<file path="src/rtl/fifo_arb_pkg.sv">
// Shared types and helpers for the packet-locked FIFO write arbiter.
package fifo_arb_pkg;

  typedef enum logic [0:0] {
    StIdle,
    StLocked
  } arb_state_e;

  // Grant index width; a single requester still gets a 1-bit index.
  function automatic int unsigned gidx_w(input int unsigned n);
    return (n > 1) ? $clog2(n) : 1;
  endfunction

endpackage

</file>
<file path="src/rtl/fifo_write_arbiter_if.sv">
// Write side of a FIFO: the arbiter drives data/enable, the FIFO reports fill level.
interface fifo_write_interface #(
  parameter int unsigned DATA_WIDTH = 32
);
  logic [DATA_WIDTH-1:0] wr_data;
  logic                  wr_en;
  logic                  full;
  logic                  almost_full;

  modport master (
    output wr_data,
    output wr_en,
    input  full,
    input  almost_full
  );

  modport slave (
    input  wr_data,
    input  wr_en,
    output full,
    output almost_full
  );
endinterface

</file>
<file path="src/rtl/fifo_write_arbiter_rr_pick.sv">
// Combinational cyclic priority encoder: first set request at or after start_i.
module rr_pick
  import fifo_arb_pkg::*;
#(
  parameter int unsigned NUM_REQ = 4,
  localparam int unsigned GIDX_W = gidx_w(NUM_REQ)
) (
  input  logic [NUM_REQ-1:0] req_i,
  input  logic [GIDX_W-1:0]  start_i,
  output logic [GIDX_W-1:0]  idx_o,
  output logic               any_o
);

  always_comb begin
    logic [GIDX_W:0] pos;
    pos   = '0;
    idx_o = '0;
    any_o = 1'b0;
    for (int unsigned i = 0; i < NUM_REQ; i++) begin
      // start_i < NUM_REQ, so one subtraction is enough to wrap.
      pos = {1'b0, start_i} + (GIDX_W + 1)'(i);
      if (pos >= (GIDX_W + 1)'(NUM_REQ)) begin
        pos = pos - (GIDX_W + 1)'(NUM_REQ);
      end
      if (!any_o && req_i[pos[GIDX_W-1:0]]) begin
        any_o = 1'b1;
        idx_o = pos[GIDX_W-1:0];
      end
    end
  end

endmodule

</file>
<file path="src/rtl/fifo_write_arbiter.sv">
// Round-robin, packet-locked arbiter sharing one FIFO write port among NUM_REQ requesters.
module fifo_write_arbiter
  import fifo_arb_pkg::*;
#(
  parameter int unsigned DATA_WIDTH = 32,
  parameter int unsigned NUM_REQ    = 4,
  localparam int unsigned GIDX_W    = gidx_w(NUM_REQ)
) (
  input  logic                                clk_i,
  input  logic                                rst_i,
  input  logic [NUM_REQ-1:0]                  req_valid_i,
  input  logic [NUM_REQ-1:0][DATA_WIDTH-1:0]  req_data_i,
  input  logic [NUM_REQ-1:0]                  req_last_i,
  output logic [NUM_REQ-1:0]                  req_ready_o,
  fifo_write_interface.master                 fifo,
  output logic                                busy_o,
  output logic [GIDX_W-1:0]                   grant_id_o,
  output logic [31:0]                         words_written_o
);

  arb_state_e              state_q, state_d;
  logic [GIDX_W-1:0]       rr_ptr_q, rr_ptr_d;
  logic [GIDX_W-1:0]       grant_q, grant_d;
  logic                    wr_en_q, wr_en_d;
  logic [DATA_WIDTH-1:0]   wr_data_q, wr_data_d;
  logic [31:0]             cnt_q, cnt_d;

  logic [GIDX_W-1:0]       pick_idx;
  logic                    pick_any;
  logic                    space_ok;
  logic                    accept;
  logic [GIDX_W:0]         grant_inc;
  logic [GIDX_W-1:0]       rr_next;

  rr_pick #(
    .NUM_REQ (NUM_REQ)
  ) u_rr_pick (
    .req_i   (req_valid_i),
    .start_i (rr_ptr_q),
    .idx_o   (pick_idx),
    .any_o   (pick_any)
  );

  // The word written this cycle is not yet visible in full/almost_full.
  assign space_ok = !fifo.full && !(fifo.almost_full && wr_en_q);
  assign accept   = (state_q == StLocked) && space_ok && req_valid_i[grant_q];

  assign grant_inc = {1'b0, grant_q} + (GIDX_W + 1)'(1);
  assign rr_next   = (grant_inc >= (GIDX_W + 1)'(NUM_REQ)) ? '0 : grant_inc[GIDX_W-1:0];

  always_ff @(posedge clk_i) begin
    if (rst_i) begin
      state_q <= StIdle;
    end else begin
      state_q <= state_d;
    end
  end

  always_comb begin
    state_d = state_q;
    unique case (state_q)
      StIdle:   if (pick_any) state_d = StLocked;
      StLocked: if (accept && req_last_i[grant_q]) state_d = StIdle;
      default:  state_d = StIdle;
    endcase
  end

  always_comb begin
    req_ready_o = '0;
    busy_o      = 1'b0;
    if (state_q == StLocked) begin
      busy_o               = 1'b1;
      req_ready_o[grant_q] = space_ok;
    end
  end

  always_comb begin
    grant_d   = grant_q;
    rr_ptr_d  = rr_ptr_q;
    wr_en_d   = accept;
    wr_data_d = accept ? req_data_i[grant_q] : wr_data_q;
    cnt_d     = wr_en_q ? cnt_q + 32'd1 : cnt_q;
    if (state_q == StIdle && pick_any) begin
      grant_d = pick_idx;
    end
    if (accept && req_last_i[grant_q]) begin
      rr_ptr_d = rr_next;
    end
  end

  always_ff @(posedge clk_i) begin
    if (rst_i) begin
      rr_ptr_q  <= '0;
      grant_q   <= '0;
      wr_en_q   <= 1'b0;
      wr_data_q <= '0;
      cnt_q     <= '0;
    end else begin
      rr_ptr_q  <= rr_ptr_d;
      grant_q   <= grant_d;
      wr_en_q   <= wr_en_d;
      wr_data_q <= wr_data_d;
      cnt_q     <= cnt_d;
    end
  end

  assign fifo.wr_en      = wr_en_q;
  assign fifo.wr_data    = wr_data_q;
  assign grant_id_o      = grant_q;
  assign words_written_o = cnt_q;

  a_no_write_when_full: assert property (@(posedge clk_i) disable iff (rst_i)
    !(wr_en_q && fifo.full));

endmodule

</file>
<file path="src/flat_wrapper.sv">
// flat-port wrapper written by rule: the top's interface ports become plain ports
module fifo_write_arbiter_flat import fifo_arb_pkg::*;
#(
  parameter int unsigned DATA_WIDTH = 32,
  parameter int unsigned NUM_REQ    = 4,
  localparam int unsigned GIDX_W    = gidx_w(NUM_REQ)
)
  (clk_i, rst_i, req_valid_i, req_data_i, req_last_i, req_ready_o, busy_o, grant_id_o, words_written_o, fifo_wr_data, fifo_wr_en, fifo_full, fifo_almost_full);
  fifo_write_interface #(.DATA_WIDTH(DATA_WIDTH)) fifo_i ();
  input  logic clk_i;
  input  logic rst_i;
  input  logic [NUM_REQ-1:0] req_valid_i;
  input  logic [NUM_REQ-1:0][DATA_WIDTH-1:0] req_data_i;
  input  logic [NUM_REQ-1:0] req_last_i;
  output logic [NUM_REQ-1:0] req_ready_o;
  output logic busy_o;
  output logic [GIDX_W-1:0] grant_id_o;
  output logic [31:0] words_written_o;
  output wire logic [$bits(fifo_i.wr_data)-1:0] fifo_wr_data;
  output wire logic [$bits(fifo_i.wr_en)-1:0] fifo_wr_en;
  input wire logic [$bits(fifo_i.full)-1:0] fifo_full;
  input wire logic [$bits(fifo_i.almost_full)-1:0] fifo_almost_full;
  assign fifo_wr_data = fifo_i.wr_data;
  assign fifo_wr_en = fifo_i.wr_en;
  assign fifo_i.full = fifo_full;
  assign fifo_i.almost_full = fifo_almost_full;
  fifo_write_arbiter #(.DATA_WIDTH(DATA_WIDTH), .NUM_REQ(NUM_REQ)) u_core (.clk_i(clk_i), .rst_i(rst_i), .req_valid_i(req_valid_i), .req_data_i(req_data_i), .req_last_i(req_last_i), .req_ready_o(req_ready_o), .fifo(fifo_i), .busy_o(busy_o), .grant_id_o(grant_id_o), .words_written_o(words_written_o));
endmodule
</file>
<file path="config.mk">
export PLATFORM = sky130hd
export DESIGN_NAME = fifo_write_arbiter_flat
export DESIGN_NICKNAME = d
export VERILOG_FILES = /design/src/rtl/fifo_arb_pkg.sv /design/src/rtl/fifo_write_arbiter_if.sv /design/src/rtl/fifo_write_arbiter_rr_pick.sv /design/src/rtl/fifo_write_arbiter.sv /design/src/flat_wrapper.sv
export SDC_FILE = /design/constraint.sdc
export NUM_CORES = 1
export LEC_CHECK = 0
export ABC_AREA = 1
export CAP_MARGIN = 20
export CORE_ASPECT_RATIO = 0.5
export CORE_MARGIN = 3
export CORE_UTILIZATION = 42
export DETAILED_ROUTE_END_ITERATION = 6
export PLACE_DENSITY = 0.83
export SLEW_MARGIN = 20
export SYNTH_ARGS = -nofsm -noshare
export SYNTH_HDL_FRONTEND = slang
export SYNTH_SLANG_ARGS = --single-unit
</file>
<file path="constraint.sdc">
create_clock -name clk_i -period 2.71 [get_ports clk_i]
set_clock_uncertainty 0.15 [all_clocks]
set_input_delay 0.542 -clock clk_i [delete_from_list [all_inputs] [get_ports clk_i]]
set_output_delay 0.542 -clock clk_i [all_outputs]
set_load 0.1 [all_outputs]
</file>
==> qor.yml <==
nets: 1017
synth_edf_count: 0
async_flop_share_pct: 0
crit_fanout: 27
drtIter0Drc: 247
synthMuxAreaShare_pct: 0
fillerInstances: 872
core_um2: 9700
portBuffers: 211
synth_xor_area_share_pct: 1.84
placed_cell_area_um2: 6390
antenna_left: 0
peakVddDrop_v: 0.000316
yosysWarnings: 0
cts-root-buf: "clkbuf_16"
wl_mm: 14.6
synth_area_um2: 4300
finalMaxSlewViolations: 0
die_area_um2: 11600
fp.dieH_um: 77.5
stdcell_area_um2: 6680
synthAdderAreaFrac_pct: 1.75
final_core_util_pct: 68.9
grt_start_max_net_pins: 58
route.vias.total: 5187
synth_top_family_by_area: "simple AND/OR/NAND/NOR gates"
max_freq_mhz: 394
ys_ff_latch: 70
maxSlewHeadroom_pct: 63.2
clkLatencyLatePin_ps: 330
wl_per_cell_um: 14.5
synth.yosys.seq_area_share_pct: 32.6
syn_to_final_growth_pct: 55.6
arrival_ps: 1850
syn_avg_cell_area_um2: 6.34
hold_viol: 0
syn_inst: 678
start_util_pct: 44.3
rsz0062_at_grt: "no"
hpwlAfterDp_mm: 11.1
holdCritPathClass: "flop to flop"
track_usage_pct: 24.5
netlist_top_cells_area: "dfxtp_1 (33%), nor2_1 (16%), o21ai_0 (12%)"
synthTopCellsByCount: "nor2_1 (183), o21ai_0 (100), nand2_1 (82)"
setup_tns_ps: 0
hold_depth: 2
status: "finished clean"
tightestPinTransition_ps: 551
maxCapViolations: 0
yosysMostFrequentCell: "nor2_1"
antenna_found_initial: 0
io_pins: 212
synth_nets: 824
fin_ws_ps: 170
grt-ovfl-total: 0
vias_per_cell: 5.14
grt_pass1_wl_mm: 23.3
cp.required_ps: 2020
htree_levels: 3
powerDensity_nw_per_um2: 549
rows: 25
clock-sinks: 70
cts_hold_repair.buffers: 0
cts_resized: 0
postCtsSetupBuffers: 0
ff2ff_path_depth: 6
holdWs_ps: 350
period_share_pct: 93.7
firstDrtPassIters: 5
synth_cell_type_count: 33
crit_path_end_kind: "primary output"
diodes: 0
cts_tree: "done"
synth_area_leader_cell: "dfxtp_1"
pre_cts_slack_ps: 279
p_leak_nw: 2.67
yosys_most_used_dff: "dfxtp_1"
finalCriticalPeriod_ps: 2540
cts_made_buffers: 9
setup_viol: 0
start_kind: "flop"
route.detailed.drc: 0
drive_above_1_share_pct: 15.2
cts.clk_slew.worst_paths_ps: 50
synth-simple-area-share_pct: 33.0
fp.dieW_um: 149
grt_pass1_vias: 5015
clock_path_buffers: 2
synth_top_area_share_pct: 32.6
worstSetupPathType: "flop to primary output"
place.gp.congestion: 0.848
synth_compound_area_share_pct: 21.9
-- critical path, cell delays in order (launching register included) --
cell,delay [ps]
dfxtp_2,680
inv_2,230
ha_1,280
inv_1,110
nor2_4,50
buf_12,170
-- state kept, by name (all words and copies together), names as in the netlist --
name / count
u_core.fifo.wr_data: 32
u_core.words_written_o: 32
u_core.grant_id_o: 2
u_core.rr_ptr_q: 2
u_core.fifo.wr_en: 1
u_core.state_q: 1
-- power by group --
part	switching, W	total (W)	internal, W
Clock	0.000431	0.00116	0.000729
Combinational	0.000892	0.00135	0.000461
Sequential	0.0000631	0.00115	0.00109
Total	0.00139	0.00367	0.00228
-- metal layers --
metal / vias to the layer above / global-route usage [%] / part of all wire (%)
li1: 2637 / - / -
met1: 2327 / 27.8 / 41
met2: 185 / 43.8 / 49
met3: 38 / 6.94 / 6.4
met4: 0 / 9.59 / 3.6
met5: - / 0 / 0
-- cell families (layout without fill, tap and decap cells) --
logic type / after synthesis / after routing
buffers and inverters: 86 / 283
and+or+nand+nor: 332 / 332
AOI/OAI and AO/OA: 175 / 175
DFF: 70 / 70
adders and majority gates: 6 / 6
xor gates and xnor gates: 9 / 9
-- path summary, 6_finish.rpt --
kind	from	to	slack [ps]
hold / removal	u_core.words_written_o[8]$_SDFFE_PP0P_	u_core.words_written_o[8]$_SDFFE_PP0P_	350
setup / recovery	u_core.grant_id_o[0]$_SDFFE_PP0P_	req_ready_o[0]	170
setup reg to reg	u_core.grant_id_o[1]$_SDFFE_PP0P_	u_core.fifo.wr_data[4]$_SDFFE_PP0P_	660
hold reg to reg	u_core.words_written_o[8]$_SDFFE_PP0P_	u_core.words_written_o[8]$_SDFFE_PP0P_	350
-- stage by stage --
stage / cells / power, W
final: 1010 / 0.00367
after CTS: 1010 / 0.00368
after detailed placement: 995 / 0.00252
after global placement: 995 / 0.00250
after floorplan: 678 / 0.00208
after global routing: 1010 / 0.00385
-- placed cells by master (no fill, tap or decap) --
cell / instances
a21oi_1: 20
nor3_2: 4
dfxtp_1: 68
buf_4: 74
bufinv_16: 1
clkbuf_16: 9
nand2_2: 4
nor3_1: 7
clkinvlp_4: 1
a21oi_4: 1
clkinv_4: 1
ha_1: 6
nor4_1: 1
nand4_1: 10
nand3_1: 25
o211ai_1: 2
o21bai_1: 1
o21ai_1: 13
nor2_2: 9
clkbuf_1: 1
nand3_2: 3
clkbuf_8: 1
inv_2: 7
dfxtp_2: 2
a22oi_1: 1
buf_12: 7
inv_1: 40
xnor2_1: 4
nand2_1: 82
o21ai_0: 100
clkinv_2: 2
nor2_1: 179
o21a_1: 3
a31oi_1: 34
xor2_1: 5
nor2_4: 7
clkdlybuf4s50_1: 139
nor3b_1: 1
-- area by class of cell --
type	instances	area (µm²)	area share [%]
inverters	48	185	2.77
repair buffers	220	2090	31.2
clock inverters	4	47.5	0.711
well taps	135	169	2.53
flip-flops and latches	70	1400	21.0
multi-input cells	522	2550	38.1
clock buffers	11	243	3.63
No activity file was read; power rests on OpenSTA's default activity.
